### src/rtl/tlc_pkg.sv
// Shared types and lamp codes for the traffic-light phase sequencer.
// Phase encodings are visible on the phase output, so changing them is an interface change.
package tlc_pkg;

  typedef enum logic [2:0] {
    StMg    = 3'd0,
    StM2y   = 3'd1,
    StTg    = 3'd2,
    StTy    = 3'd3,
    StSg    = 3'd4,
    StSy    = 3'd5,
    StClr   = 3'd6,
    StFlash = 3'd7
  } tlc_state_t;

  localparam logic [2:0] LampOff = 3'b000;
  localparam logic [2:0] LampG   = 3'b001;
  localparam logic [2:0] LampY   = 3'b010;
  localparam logic [2:0] LampR   = 3'b100;

  typedef struct packed {
    logic [2:0] m1;
    logic [2:0] m2;
    logic [2:0] mt;
    logic [2:0] s;
  } light_t;

  // Any encoding without a lamp pattern of its own shows all-red.
  function automatic light_t decode_lights(tlc_state_t st, logic blink);
    light_t l;
    case (st)
      StMg:    l = '{m1: LampG, m2: LampG, mt: LampR, s: LampR};
      StM2y:   l = '{m1: LampG, m2: LampY, mt: LampR, s: LampR};
      StTg:    l = '{m1: LampG, m2: LampR, mt: LampG, s: LampR};
      StTy:    l = '{m1: LampY, m2: LampR, mt: LampY, s: LampR};
      StSg:    l = '{m1: LampR, m2: LampR, mt: LampR, s: LampG};
      StSy:    l = '{m1: LampR, m2: LampR, mt: LampR, s: LampY};
      StFlash: l = blink ? '{m1: LampY, m2: LampY, mt: LampY, s: LampR}
                         : '{m1: LampOff, m2: LampOff, mt: LampOff, s: LampOff};
      default: l = '{m1: LampR, m2: LampR, mt: LampR, s: LampR};
    endcase
    return l;
  endfunction

endpackage

### src/rtl/tlc_phase_timer.sv
// Free-running up-counter with synchronous clear; match is high while count equals term.
module tlc_phase_timer #(
  parameter int unsigned CNT_W = 8
) (
  input  logic             clk,
  input  logic             rst,
  input  logic             clr,
  input  logic [CNT_W-1:0] term,
  output logic             match
);

  logic [CNT_W-1:0] count_q, count_d;

  always_comb begin
    count_d = clr ? '0 : count_q + CNT_W'(1);
  end

  always_ff @(posedge clk) begin
    if (rst) begin
      count_q <= '0;
    end else begin
      count_q <= count_d;
    end
  end

  assign match = (count_q == term);

endmodule

### src/rtl/tlc_phase_sequencer.sv
// Intersection phase sequencer: main/turn/side greens with request latching,
// emergency all-red override and night flash mode. Outputs decode registered state only.
module tlc_phase_sequencer
  import tlc_pkg::*;
#(
  parameter int unsigned CNT_W      = 8,
  parameter int unsigned T_MG       = 7,
  parameter int unsigned T_Y        = 2,
  parameter int unsigned T_TG       = 5,
  parameter int unsigned T_SG       = 3,
  parameter int unsigned FLASH_HALF = 3
) (
  input  logic       clk,
  input  logic       rst,
  input  logic       side_req,
  input  logic       ped_req,
  input  logic       emerg,
  input  logic       flash_en,
  output logic [2:0] light_M1,
  output logic [2:0] light_M2,
  output logic [2:0] light_MT,
  output logic [2:0] light_S,
  output logic [2:0] phase,
  output logic       ped_walk
);

  localparam longint unsigned CntMax = (64'd1 << CNT_W) - 64'd1;

  if (64'(T_MG) > CntMax || 64'(T_Y) > CntMax || 64'(T_TG) > CntMax ||
      64'(T_SG) > CntMax || 64'(FLASH_HALF) > CntMax) begin : g_param_check
    $error("tlc_phase_sequencer: a terminal count does not fit in CNT_W bits");
  end

  tlc_state_t       state_q, state_d;
  logic             pend_q, pend_d;
  logic             blink_q, blink_d;
  logic             clr_timed_q, clr_timed_d;
  logic [CNT_W-1:0] phase_term;
  logic             phase_match, phase_clr;
  logic             blink_match, blink_clr;
  logic             sg_entry;
  light_t           lights;

  always_comb begin
    unique case (state_q)
      StMg:    phase_term = CNT_W'(T_MG);
      StTg:    phase_term = CNT_W'(T_TG);
      StSg:    phase_term = CNT_W'(T_SG);
      default: phase_term = CNT_W'(T_Y);
    endcase
  end

  always_comb begin
    state_d = state_q;
    if (emerg) begin
      state_d = StClr;
    end else if (flash_en) begin
      state_d = StFlash;
    end else begin
      unique case (state_q)
        StMg:    if (phase_match && pend_q) state_d = StM2y;
        StM2y:   if (phase_match) state_d = StTg;
        StTg:    if (phase_match) state_d = StTy;
        StTy:    if (phase_match) state_d = StSg;
        StSg:    if (phase_match) state_d = StSy;
        StSy:    if (phase_match) state_d = StMg;
        // CLR entered by emergency leaves at once; CLR after flash is held T_Y+1 cycles.
        StClr:   if (!clr_timed_q || phase_match) state_d = StMg;
        StFlash: state_d = StClr;
        default: state_d = StMg;
      endcase
    end
  end

  always_comb begin
    clr_timed_d = 1'b0;
    if (state_q == StFlash && !emerg && !flash_en) begin
      clr_timed_d = 1'b1;
    end else if (state_q == StClr && !emerg && state_d == StClr) begin
      clr_timed_d = clr_timed_q;
    end
  end

  // Clearing on a terminal match also gives the MG restart when nothing is pending.
  assign phase_clr = emerg | flash_en | (state_d != state_q) | phase_match;
  assign sg_entry  = (state_d == StSg) && (state_q != StSg);
  assign pend_d    = (pend_q & ~sg_entry) | side_req | ped_req;

  assign blink_clr = (state_q != StFlash) | blink_match;

  always_comb begin
    if (state_q != StFlash) begin
      blink_d = 1'b1;
    end else if (blink_match) begin
      blink_d = ~blink_q;
    end else begin
      blink_d = blink_q;
    end
  end

  tlc_phase_timer #(
    .CNT_W(CNT_W)
  ) u_phase_timer (
    .clk  (clk),
    .rst  (rst),
    .clr  (phase_clr),
    .term (phase_term),
    .match(phase_match)
  );

  tlc_phase_timer #(
    .CNT_W(CNT_W)
  ) u_blink_timer (
    .clk  (clk),
    .rst  (rst),
    .clr  (blink_clr),
    .term (CNT_W'(FLASH_HALF)),
    .match(blink_match)
  );

  always_ff @(posedge clk) begin
    if (rst) begin
      state_q     <= StMg;
      pend_q      <= 1'b0;
      blink_q     <= 1'b1;
      clr_timed_q <= 1'b0;
    end else begin
      state_q     <= state_d;
      pend_q      <= pend_d;
      blink_q     <= blink_d;
      clr_timed_q <= clr_timed_d;
    end
  end

  assign lights   = decode_lights(state_q, blink_q);
  assign light_M1 = lights.m1;
  assign light_M2 = lights.m2;
  assign light_MT = lights.mt;
  assign light_S  = lights.s;
  assign phase    = state_q;
  assign ped_walk = (state_q == StSg);

endmodule

### config.mk
export PLATFORM = sky130hd
export DESIGN_NAME = tlc_phase_sequencer
export DESIGN_NICKNAME = d
export VERILOG_FILES = /design/src/rtl/tlc_pkg.sv /design/src/rtl/tlc_phase_timer.sv /design/src/rtl/tlc_phase_sequencer.sv
export SDC_FILE = /design/constraint.sdc
export NUM_CORES = 1
export LEC_CHECK = 0
export CAP_MARGIN = 15
export CORE_ASPECT_RATIO = 1.1
export CORE_MARGIN = 2
export CORE_UTILIZATION = 40
export DETAILED_ROUTE_END_ITERATION = 10
export GPL_ROUTABILITY_DRIVEN = 1
export GPL_TIMING_DRIVEN = 0
export PLACE_DENSITY = 0.73
export SLEW_MARGIN = 10
export SYNTH_ARGS = -nofsm -noshare
export SYNTH_HDL_FRONTEND = slang
export SYNTH_SLANG_ARGS = --single-unit
### constraint.sdc
create_clock -name clk -period 2.5 [get_ports clk]
set_clock_uncertainty 0.05 [all_clocks]
set_input_delay 0.5 -clock clk [delete_from_list [all_inputs] [get_ports clk]]
set_output_delay 0.5 -clock clk [all_outputs]
set_load 0.02 [all_outputs]
== After elaboration in Yosys (flattened, before gate mapping) ==
Index checks and enable logic that the tools add are counted.
Word-level totals
  register bits: 22
  latch bits: 0
  memory bits (writable): 0
  bits in read-only memories: 0
  bits of input ports: 6
  output and inout port bits: 16
  logic and storage cells: 61
  memories kept: 0
Operators by class
  $add $sub $neg: 2
  $mul: 0
  divide/modulo/power cells: 0
  magnitude comparators: 0
  equal/unequal tests: 15
  shift-type cells: 0
  multiplexer cells: 15
  bitwise gates (word level): 9
  reduce and logical (&&, ||, !) cells: 14
Operators by type and width (number)
  $pmux W12 S7: 1
  $mux W3: 9
  $pmux W3 S8: 1
  $eq A3 B3 Y1 const B: 6
  $add A8 B1 Y8 const B: 2
  $mux W11: 1
  $pmux W3 S3: 1
  $eq A8 B2 Y1 const B: 1
  $eq A8 B3 Y1: 1
  $eq A3 B2 Y1 const B: 2
  $logic_and A1 B1 Y1: 6
  $ne A3 B3 Y1 const B: 2
  $or A1 B1 Y1: 6
  $reduce_or A2 Y1: 3
  $eq A3 B1 Y1 const B: 1
  $logic_not A1 Y1: 3
  $logic_not A3 Y1: 1
  $ne A3 B3 Y1: 1
  $mux W1: 2
  $ne A2 B2 Y1 const B: 1
  $not A1 Y1: 2
  $and A1 B1 Y1: 1
  $logic_or A1 B1 Y1: 1

== Logic depth before layout (Yosys ltp) ==
Gate-level depths: netlist of the first run.
  depth after elaboration: 14
  depth in mapped cells: 7
  mapped depth without buffers: 6

== Hierarchy ==
Synthesis of the first run repeated with hierarchy kept, for this count alone.
Second synthesis, totals
  cells, all modules: 173
  area, all modules: 1408.9 sq um
By module, submodules not included
  tlc_phase_timer: times used 2, cells an instance 47, area each 405.4 sq um
  tlc_phase_sequencer: times used 1, cells an instance 79, area each 598.1 sq um

== Worst setup path before layout of the first run ==
No wires, ideal clock.
  kind: flip-flop to flip-flop
  start point: register state_q[1], in the netlist phase[1]
  end point: register pend_q
  data arrival time: 1.836 ns
  data required time: 2.306 ns
  path slack: 0.470 ns
  cell stages (with the launch flop): 8
  buffers on the path: 1
  cell sequence: dfxtp_1 -> buf_4 -> a21oi_1 -> o31ai_1 -> o2111ai_4 -> mux2i_1 -> nor4b_1 -> a311oi_1
On the way
  word-level cells in the longest chain between the ends: 14
Ends and longest elaborated chain
  start: declaration: RTL line tlc_phase_sequencer.sv:34  | tlc_state_t state_q, state_d;
  start signal: assignment: RTL line tlc_phase_sequencer.sv:123  | state_q <= StMg;
  start signal: assignment: RTL line tlc_phase_sequencer.sv:128  | state_q <= state_d;
  $eq A3 B3 Y1 (tied with other cells): RTL line tlc_phase_sequencer.sv:45, tlc_phase_sequencer.sv:60
  $pmux W3 S3: RTL line tlc_phase_sequencer.sv:45  | unique case (state_q)
  $eq A8 B3 Y1: RTL line tlc_phase_timer.sv:26  | assign match = (count_q == term);
  $logic_or A1 B1 Y1 or $logic_and A1 B1 Y1 (tied branches): RTL line tlc_phase_sequencer.sv:68, tlc_phase_sequencer.sv:61
  $mux W3, on equally long branches: RTL line tlc_phase_sequencer.sv:68, tlc_phase_sequencer.sv:61
  $pmux W3 S8: RTL line tlc_phase_sequencer.sv:60  | unique case (state_q)
  $mux W3: RTL line tlc_phase_sequencer.sv:57  | end else if (flash_en) begin
  $mux W3: RTL line tlc_phase_sequencer.sv:55  | if (emerg) begin
  $eq A3 B3 Y1: RTL line tlc_phase_sequencer.sv:86  | assign sg_entry = (state_d == StSg) && (state_q != StSg);
  $logic_and A1 B1 Y1 *: RTL line tlc_phase_sequencer.sv:86
  $not A1 Y1 *: RTL line tlc_phase_sequencer.sv:87  | assign pend_d = (pend_q & ~sg_entry) | side_req | ped_req;
  $and A1 B1 Y1 *: RTL line tlc_phase_sequencer.sv:87
  $or A1 B1 Y1 * (2 in series): RTL line tlc_phase_sequencer.sv:87
  end signal: assignment: RTL line tlc_phase_sequencer.sv:129  | pend_q <= pend_d;
  end: declaration: RTL line tlc_phase_sequencer.sv:35  | logic pend_q, pend_d;
Every way passes the cells marked *; elsewhere a longest branch is shown, timed or not.
A chain may end at the register's enable or synchronous reset.

== Worst setup path after layout of the first run ==
  start point: register state_q[1], in the netlist phase[1]
  end point: output light_S[2]
On the way
  word-level cells in the longest chain between the ends: 2
Ends and longest elaborated chain
  $eq A3 B3 Y1 (tied with other cells): RTL line tlc_pkg.sv:31  | case (st)
  $pmux W12 S7 *: RTL line tlc_pkg.sv:31
  end: declaration: RTL line tlc_phase_sequencer.sv:22  | output logic [2:0] light_S,
Marks and branches as above.

==> results of run 1 <==
-- flip-flops by register name, summed over array words and instances (netlist names) --
name                   cells
pend_q                     1
clr_timed_q                1
phase                      3
blink_q                    1
u_phase_timer.count_q      8
u_blink_timer.count_q      8
-- routing by layer --
metal / GRT usage (%) / up-vias
li1: - / 518
met2: 28.23 / 11
met3: 3.000 / 3
met4: 5.226 / 0
met5: 0 / -
met1: 20.16 / 481
-- stage by stage --
| step | total power, W | hold slack, ns | utilization (%) |
|---|---|---|---|
| after floorplan | 0.0004413 | 0.3873 | - |
| after global placement | 0.0004963 | 0.4116 | 51.01 |
| after detailed placement | 0.0004984 | 0.4268 | 51.01 |
| after CTS | 0.0006525 | 0.4548 | 51.93 |
| after global routing | 0.0006743 | 0.4901 | 52.16 |
| final | 0.0006461 | 0.4461 | 52.16 |
-- cells in the mapped netlist --
cell type / number / area share, %
inv_1: 4 / 1.3
buf_6: 1 / 0.99
nand2b_1: 1 / 0.55
nor2_1: 24 / 7.9
xnor2_1: 6 / 4.6
a2111oi_2: 1 / 1.3
a311oi_1: 1 / 0.77
xor2_1: 8 / 6.1
nor4b_1: 1 / 0.77
and3_4: 1 / 0.99
nor3b_1: 1 / 0.66
nor2b_1: 1 / 0.55
nor3_1: 7 / 3.1
nand3_1: 10 / 4.4
nand2_1: 11 / 3.6
mux2i_1: 2 / 1.8
a21oi_1: 7 / 3.1
nor4_1: 2 / 1.1
dfxtp_1: 22 / 39
o31ai_1: 1 / 0.66
buf_4: 2 / 1.3
or4_4: 1 / 0.99
and2_1: 2 / 1.1
nor2_4: 1 / 0.99
mux2_4: 1 / 1.3
and3_1: 5 / 2.7
and3_2: 2 / 1.3
ha_1: 2 / 2.2
clkbuf_1: 2 / 0.66
o21ai_0: 5 / 2.2
o2111ai_4: 1 / 2.3
-- power groups by stage --
stage | clock network [W] | registers (W) | logic [W]
6_report | 0.000155 | 0.000362 | 0.000129
5_1_grt | 0.000173 | 0.000362 | 0.000139
4_1_cts | 0.000161 | 0.000361 | 0.000130
3_5_place_dp | 0 | 0.000369 | 0.000129
3_3_place_gp | 0 | 0.000369 | 0.000128
2_1_floorplan | 0 | 0.000372 | 0.0000691
-- worst register-to-register path, delay by kind of cell (launching register included) --
family	cells	cell delay, ns
mux	1	0.18
simple gates	1	0.39
buf+inv	1	0.18
flops	1	0.38
compound gates	4	0.82
-- layout make-up --
class                   count  area (um2)
flip-flops and latches     22       441.7
multi-input cells         105       650.6
repair buffers             21       215.2
fillers                   258        1305
plain buffers               5       36.28
clock buffers               3       22.52
well taps                  33       41.29
inverters                   4       15.01
-- worst max-delay path by stage --
stage,end
3_3_place_gp,light_M2[1]
6_report,light_S[2]
3_5_place_dp,light_M2[1]
5_1_grt,light_S[2]
4_1_cts,light_M2[1]
2_1_floorplan,pend_q
-- what timing repair did --
item / in CTS / in global routing
setup endpoints to repair: 6 / 2
hold endpoints to repair: 0 / 0
gates resized for setup: 2 / 4
hold buffers: 0 / 0
-- cell families after synthesis --
| group | count (synthesis) | synth area share (%) |
|---|---|---|
| compound gates | 16 | 10.32 |
| mux | 3 | 3.073 |
| simple gates | 70 | 30.74 |
| buf+inv | 9 | 4.280 |
| xor+xnor | 14 | 10.76 |
| flops | 22 | 38.64 |
| fa+ha+maj | 2 | 2.195 |
==> results.yml, run 1 <==
run_status:
  status: "completed"
hold_path:
  hold_depth: 1
  hp-class: "flop to flop"
  hold_path.startpoint: "u_blink_timer.count_q[0]"
  hold-path-endpoint: "u_blink_timer.count_q[0]"
sta:
  setup_viol: 0
  slew_headroom_pct: 70.82
  rsz0062_at_grt: "false"
  finalMaxSlewViolations: 0
  max_freq_mhz: 413.7
  report.final.hold_viol_count: 0
  tightest_slew_ns: 0.4316
  setup_tns_ns: 0
  period_share_pct: 96.69
  fin_crit_ns: 2.417
  worst_slack_ns: 0.08268
logic_synthesis:
  ys_ff_latch: 22
  yosys_warnings: 0
  ys_seq_area_share_pct: 38.64
  synth_area_mm2: 0.001140
  syn_inst: 136
  postSynthAreaPerCell_um2: 8.381
  synth.distinct_cells: 31
  syn-num-nets: 144
critical_path:
  cp_max_fo: 10
  cp-start-kind: "flop"
  required_ns: 1.95
  cp_slowest_cell: "clkdlybuf4s50_1"
  startpoint: "phase[1]"
  critPathTopFamily: "buffers and inverters"
  crit_cells: 5
  worstSetupEndpointType: "output port"
  worstReg2RegStart: "phase[1]"
  worstSetupPathType: "flop to output port"
  cpPeakStageDelay_ns: 0.60
  r2r_slack_ns: 0.37
  critical_path_arrival_ns: 1.87
  r2r-end: "pend_q"
  rr_worst_depth: 7
  critical_path_buf_inv_count: 3
  crit_chain: "buf_4, clkbuf_2, o21ai_0, nand2_1, clkdlybuf4s50_1"
clock_tree:
  numCtsBuffers: 3
  ctsRootBufferMaster: "clkbuf_4"
  clock_latency_ns: 0.30
  cts_setup_buffers: 0
  cts_sinks: 22
  clk_path_buf_depth: 2
  htree_num_levels: 1
  cts_tree: "done"
  clk_pin_slew_ns: 0.11
power:
  seq_power_share_pct: 56.0
  power_per_cell_area_mw_per_mm2: 454.1
  sw_frac_of_total_pct: 27.15
  vdd_drop_max_v: 0.0002818
  p_clk_share_pct: 24.0
  p_leak_nw: 0.5893
  switchingPower_w: 0.0001754
  internal-power_w: 0.0004706
  combPwrFrac_pct: 20.0
routing:
  wl_met2_um: 1306
  vias_per_cell: 5.249
  drt-met1-wl_um: 1105
  wl_met3_um: 54
  highest-signal-layer: "met4"
  drc: 0
  vias: 1013
  drt_wl_total_um: 2486
  detail-route-antenna-nets: 0
  wl_per_cell_um: 12.88
  dr.pass1.iters: 4
  drt_iter0_drc: 19
floorplan:
  fp-row-count: 20
  die_y_um: 59.99
  fp.dieArea_mm2: 0.003293
  io_pins: 22
  initial_utilization_pct: 41.79
  core_area_mm2: 0.002728
  die_x_um: 54.90
cells_and_area:
  layout_commonest_cell: "nor2_1"
  layout_common_cells: "nor2_1 (24), dfxtp_1 (21), clkdlybuf4s50_1 (19)"
  syn2layout_area_growth_pct: 24.81
  stdcell_area_mm2: 0.001423
  final_cell_count_no_fill: 193
  layout.nets: 170
  drive_above_1_share_pct: 10.63
  antenna_cells: 0
global_route:
  grt_pass1_wl_um: 4015
  grt_overflow_total: 0
  grtUsageTotal_pct: 16.36
  grt_pass1_vias: 995
  grt_max_degree: 12
  antenna_found_initial: 0
placed_design:
  port_buffers: 21
  dpl.hpwl_um: 2004
  place_area_mm2: 0.001391
  gp_congestion: 0.8685
  place_inst: 190
  place_worst_setup_slack_ns: 0.1649
job:
  cap_viol_max_count: 0
Note: power is estimated with default switching activity, not from simulation.
==> inputs of run 2 (changes only) <==
--- a/config.mk
+++ b/config.mk
@@ -9,6 +9,7 @@
 export CORE_ASPECT_RATIO = 1.1
 export CORE_MARGIN = 2
 export CORE_UTILIZATION = 40
+export CTS_CLUSTER_SIZE = 30
 export DETAILED_ROUTE_END_ITERATION = 10
 export GPL_ROUTABILITY_DRIVEN = 1
 export GPL_TIMING_DRIVEN = 0
@@ -17,3 +18,4 @@
 export SYNTH_ARGS = -nofsm -noshare
 export SYNTH_HDL_FRONTEND = slang
 export SYNTH_SLANG_ARGS = --single-unit
+export TNS_END_PERCENT = 30
==> run 2 against run 1 <==
  * Core utilization fell by 0.18 points
  * Register-to-register slack barely moved
  * Design area fell by 0.35%
  * Sequential share of layout area rose by 0.11 points
  * Clock power barely moved
  * Fmax did not move
  * Setup slack did not move
  * Cell count did not move
  * Highest routed layer unchanged
  * Combinational power barely moved
  * Critical path type unchanged
  * Power barely moved
  * Via count did not move
  * Non-clock buffer count did not move
==> results.yml, run 2 (same netlist as run 1, synthesis figures left out) <==
run_status:
  status: "completed"
clock_tree:
  ctsRootBufferMaster: "clkbuf_4"
  cts_sinks: 22
  clk_pin_slew_ns: 0.11
  clock_latency_ns: 0.30
  htree_num_levels: 1
  clk_path_buf_depth: 2
  cts_tree: "done"
  numCtsBuffers: 3
  cts_setup_buffers: 0
cells_and_area:
  layout_commonest_cell: "nor2_1"
  stdcell_area_mm2: 0.001418
  fin_util_pct: 51.97
  layout.nets: 170
  syn2layout_area_growth_pct: 24.37
  antenna_cells: 0
  final_cell_count_no_fill: 193
  layout_common_cells: "nor2_1 (24), dfxtp_1 (21), clkdlybuf4s50_1 (19)"
  drive_above_1_share_pct: 11.25
critical_path:
  critical_path_arrival_ns: 1.87
  r2r_slack_ns: 0.37
  required_ns: 1.95
  worstSetupPathType: "flop to output port"
  cp-start-kind: "flop"
  worstSetupEndpointType: "output port"
  cp_max_fo: 10
floorplan:
  initial_utilization_pct: 41.79
  die_y_um: 59.99
  fp-row-count: 20
  io_pins: 22
  fp.dieArea_mm2: 0.003293
  core_area_mm2: 0.002728
  die_x_um: 54.90
power:
  switchingPower_w: 0.0001754
  internal-power_w: 0.0004706
  power_per_cell_area_mw_per_mm2: 455.7
  p_leak_nw: 0.5736
  seq_power_share_pct: 56.0
  p_clk_share_pct: 24.0
  combPwrFrac_pct: 20.0
  sw_frac_of_total_pct: 27.16
  vdd_drop_max_v: 0.0002819
routing:
  vias: 1013
  dr.pass1.iters: 4
  drc: 0
  wl_per_cell_um: 12.88
  vias_per_cell: 5.249
  drt_wl_total_um: 2486
  detail-route-antenna-nets: 0
  drt_iter0_drc: 19
global_route:
  grt_max_degree: 12
  grt_pass1_vias: 995
  grt_overflow_total: 0
  antenna_found_initial: 0
  grtUsageTotal_pct: 16.36
  grt_pass1_wl_um: 4015
sta:
  report.final.hold_viol_count: 0
  fin_crit_ns: 2.417
  setup_viol: 0
  period_share_pct: 96.69
  setup_tns_ns: 0
  slew_headroom_pct: 70.82
  worst_slack_ns: 0.08268
  tightest_slew_ns: 0.4316
  rsz0062_at_grt: "false"
  max_freq_mhz: 413.7
  finalMaxSlewViolations: 0
placed_design:
  gp_congestion: 0.8685
  place_worst_setup_slack_ns: 0.1649
  port_buffers: 21
  place_area_mm2: 0.001391
  place_inst: 190
  dpl.hpwl_um: 2004
hold_path:
  hp-class: "flop to flop"
job:
  cap_viol_max_count: 0
==> run 2: cell types whose count changed in the layout (fill, tap and decap cells not counted), sizes merged <==
cell,before,now
buf,4,5
dlymetal6s2s,2,1
==> run 2: final timing paths <==
path / start / end / cells after the start
worst max-delay path: phase[1] / light_S[2] / 5
worst min-delay path: u_blink_timer.count_q[0] / u_blink_timer.count_q[0] / 1
worst max register to register: phase[1] / pend_q / 7
worst min register to register: u_blink_timer.count_q[0] / u_blink_timer.count_q[0] / 1
==> run 2: area by class of cell <==
type                    instances  area, um2
inverters                       4      15.01
fillers                       259       1310
plain buffers                   5      36.28
multi-input cells             105      650.6
well taps                      33      41.29
flip-flops and latches         22      441.7
clock buffers                   3      22.52
repair buffers                 21      210.2
==> run 2: metrics by stage <==
stage               power (W)  hold WS (ns)
floorplan           0.0004413        0.3873
global placement    0.0004963        0.4116
detailed placement  0.0004984        0.4268
global route        0.0006743        0.4901
finish              0.0006460        0.4461
CTS                 0.0006525        0.4548
==> run 2: critical path: stages (launching register included) <==
cell and delay [ns]:
dfxtp_1 0.38, buf_4 0.18, clkbuf_2 0.22, o21ai_0 0.11, nand2_1 0.07, clkdlybuf4s50_1 0.60
==> run 2: per-layer routing <==
layer	vias up	wire length [um]	GRT usage [%]	part of all wire, %
li1	518	-	-	-
met1	481	1105	20.16	44
met2	11	1306	28.23	53
met3	3	54	3.000	2.2
met4	0	19	5.226	0.76
met5	-	0	0	0
==> run 2: repair_timing <==
action                                  CTS  global route
hold buffers                              0             0
pin swaps                                 0             0
gates resized for setup                   2             4
endpoints found under the setup margin    6             2
endpoints found under the hold margin     0             0
==> run 2: power groups by stage <==
stage,sequential [W],combinational (W),clock [W]
after floorplan,0.000372,0.0000691,0
after global placement,0.000369,0.000128,0
after detailed placement,0.000369,0.000129,0
after CTS,0.000361,0.000130,0.000161
after global routing,0.000362,0.000139,0.000173
final,0.000362,0.000129,0.000155
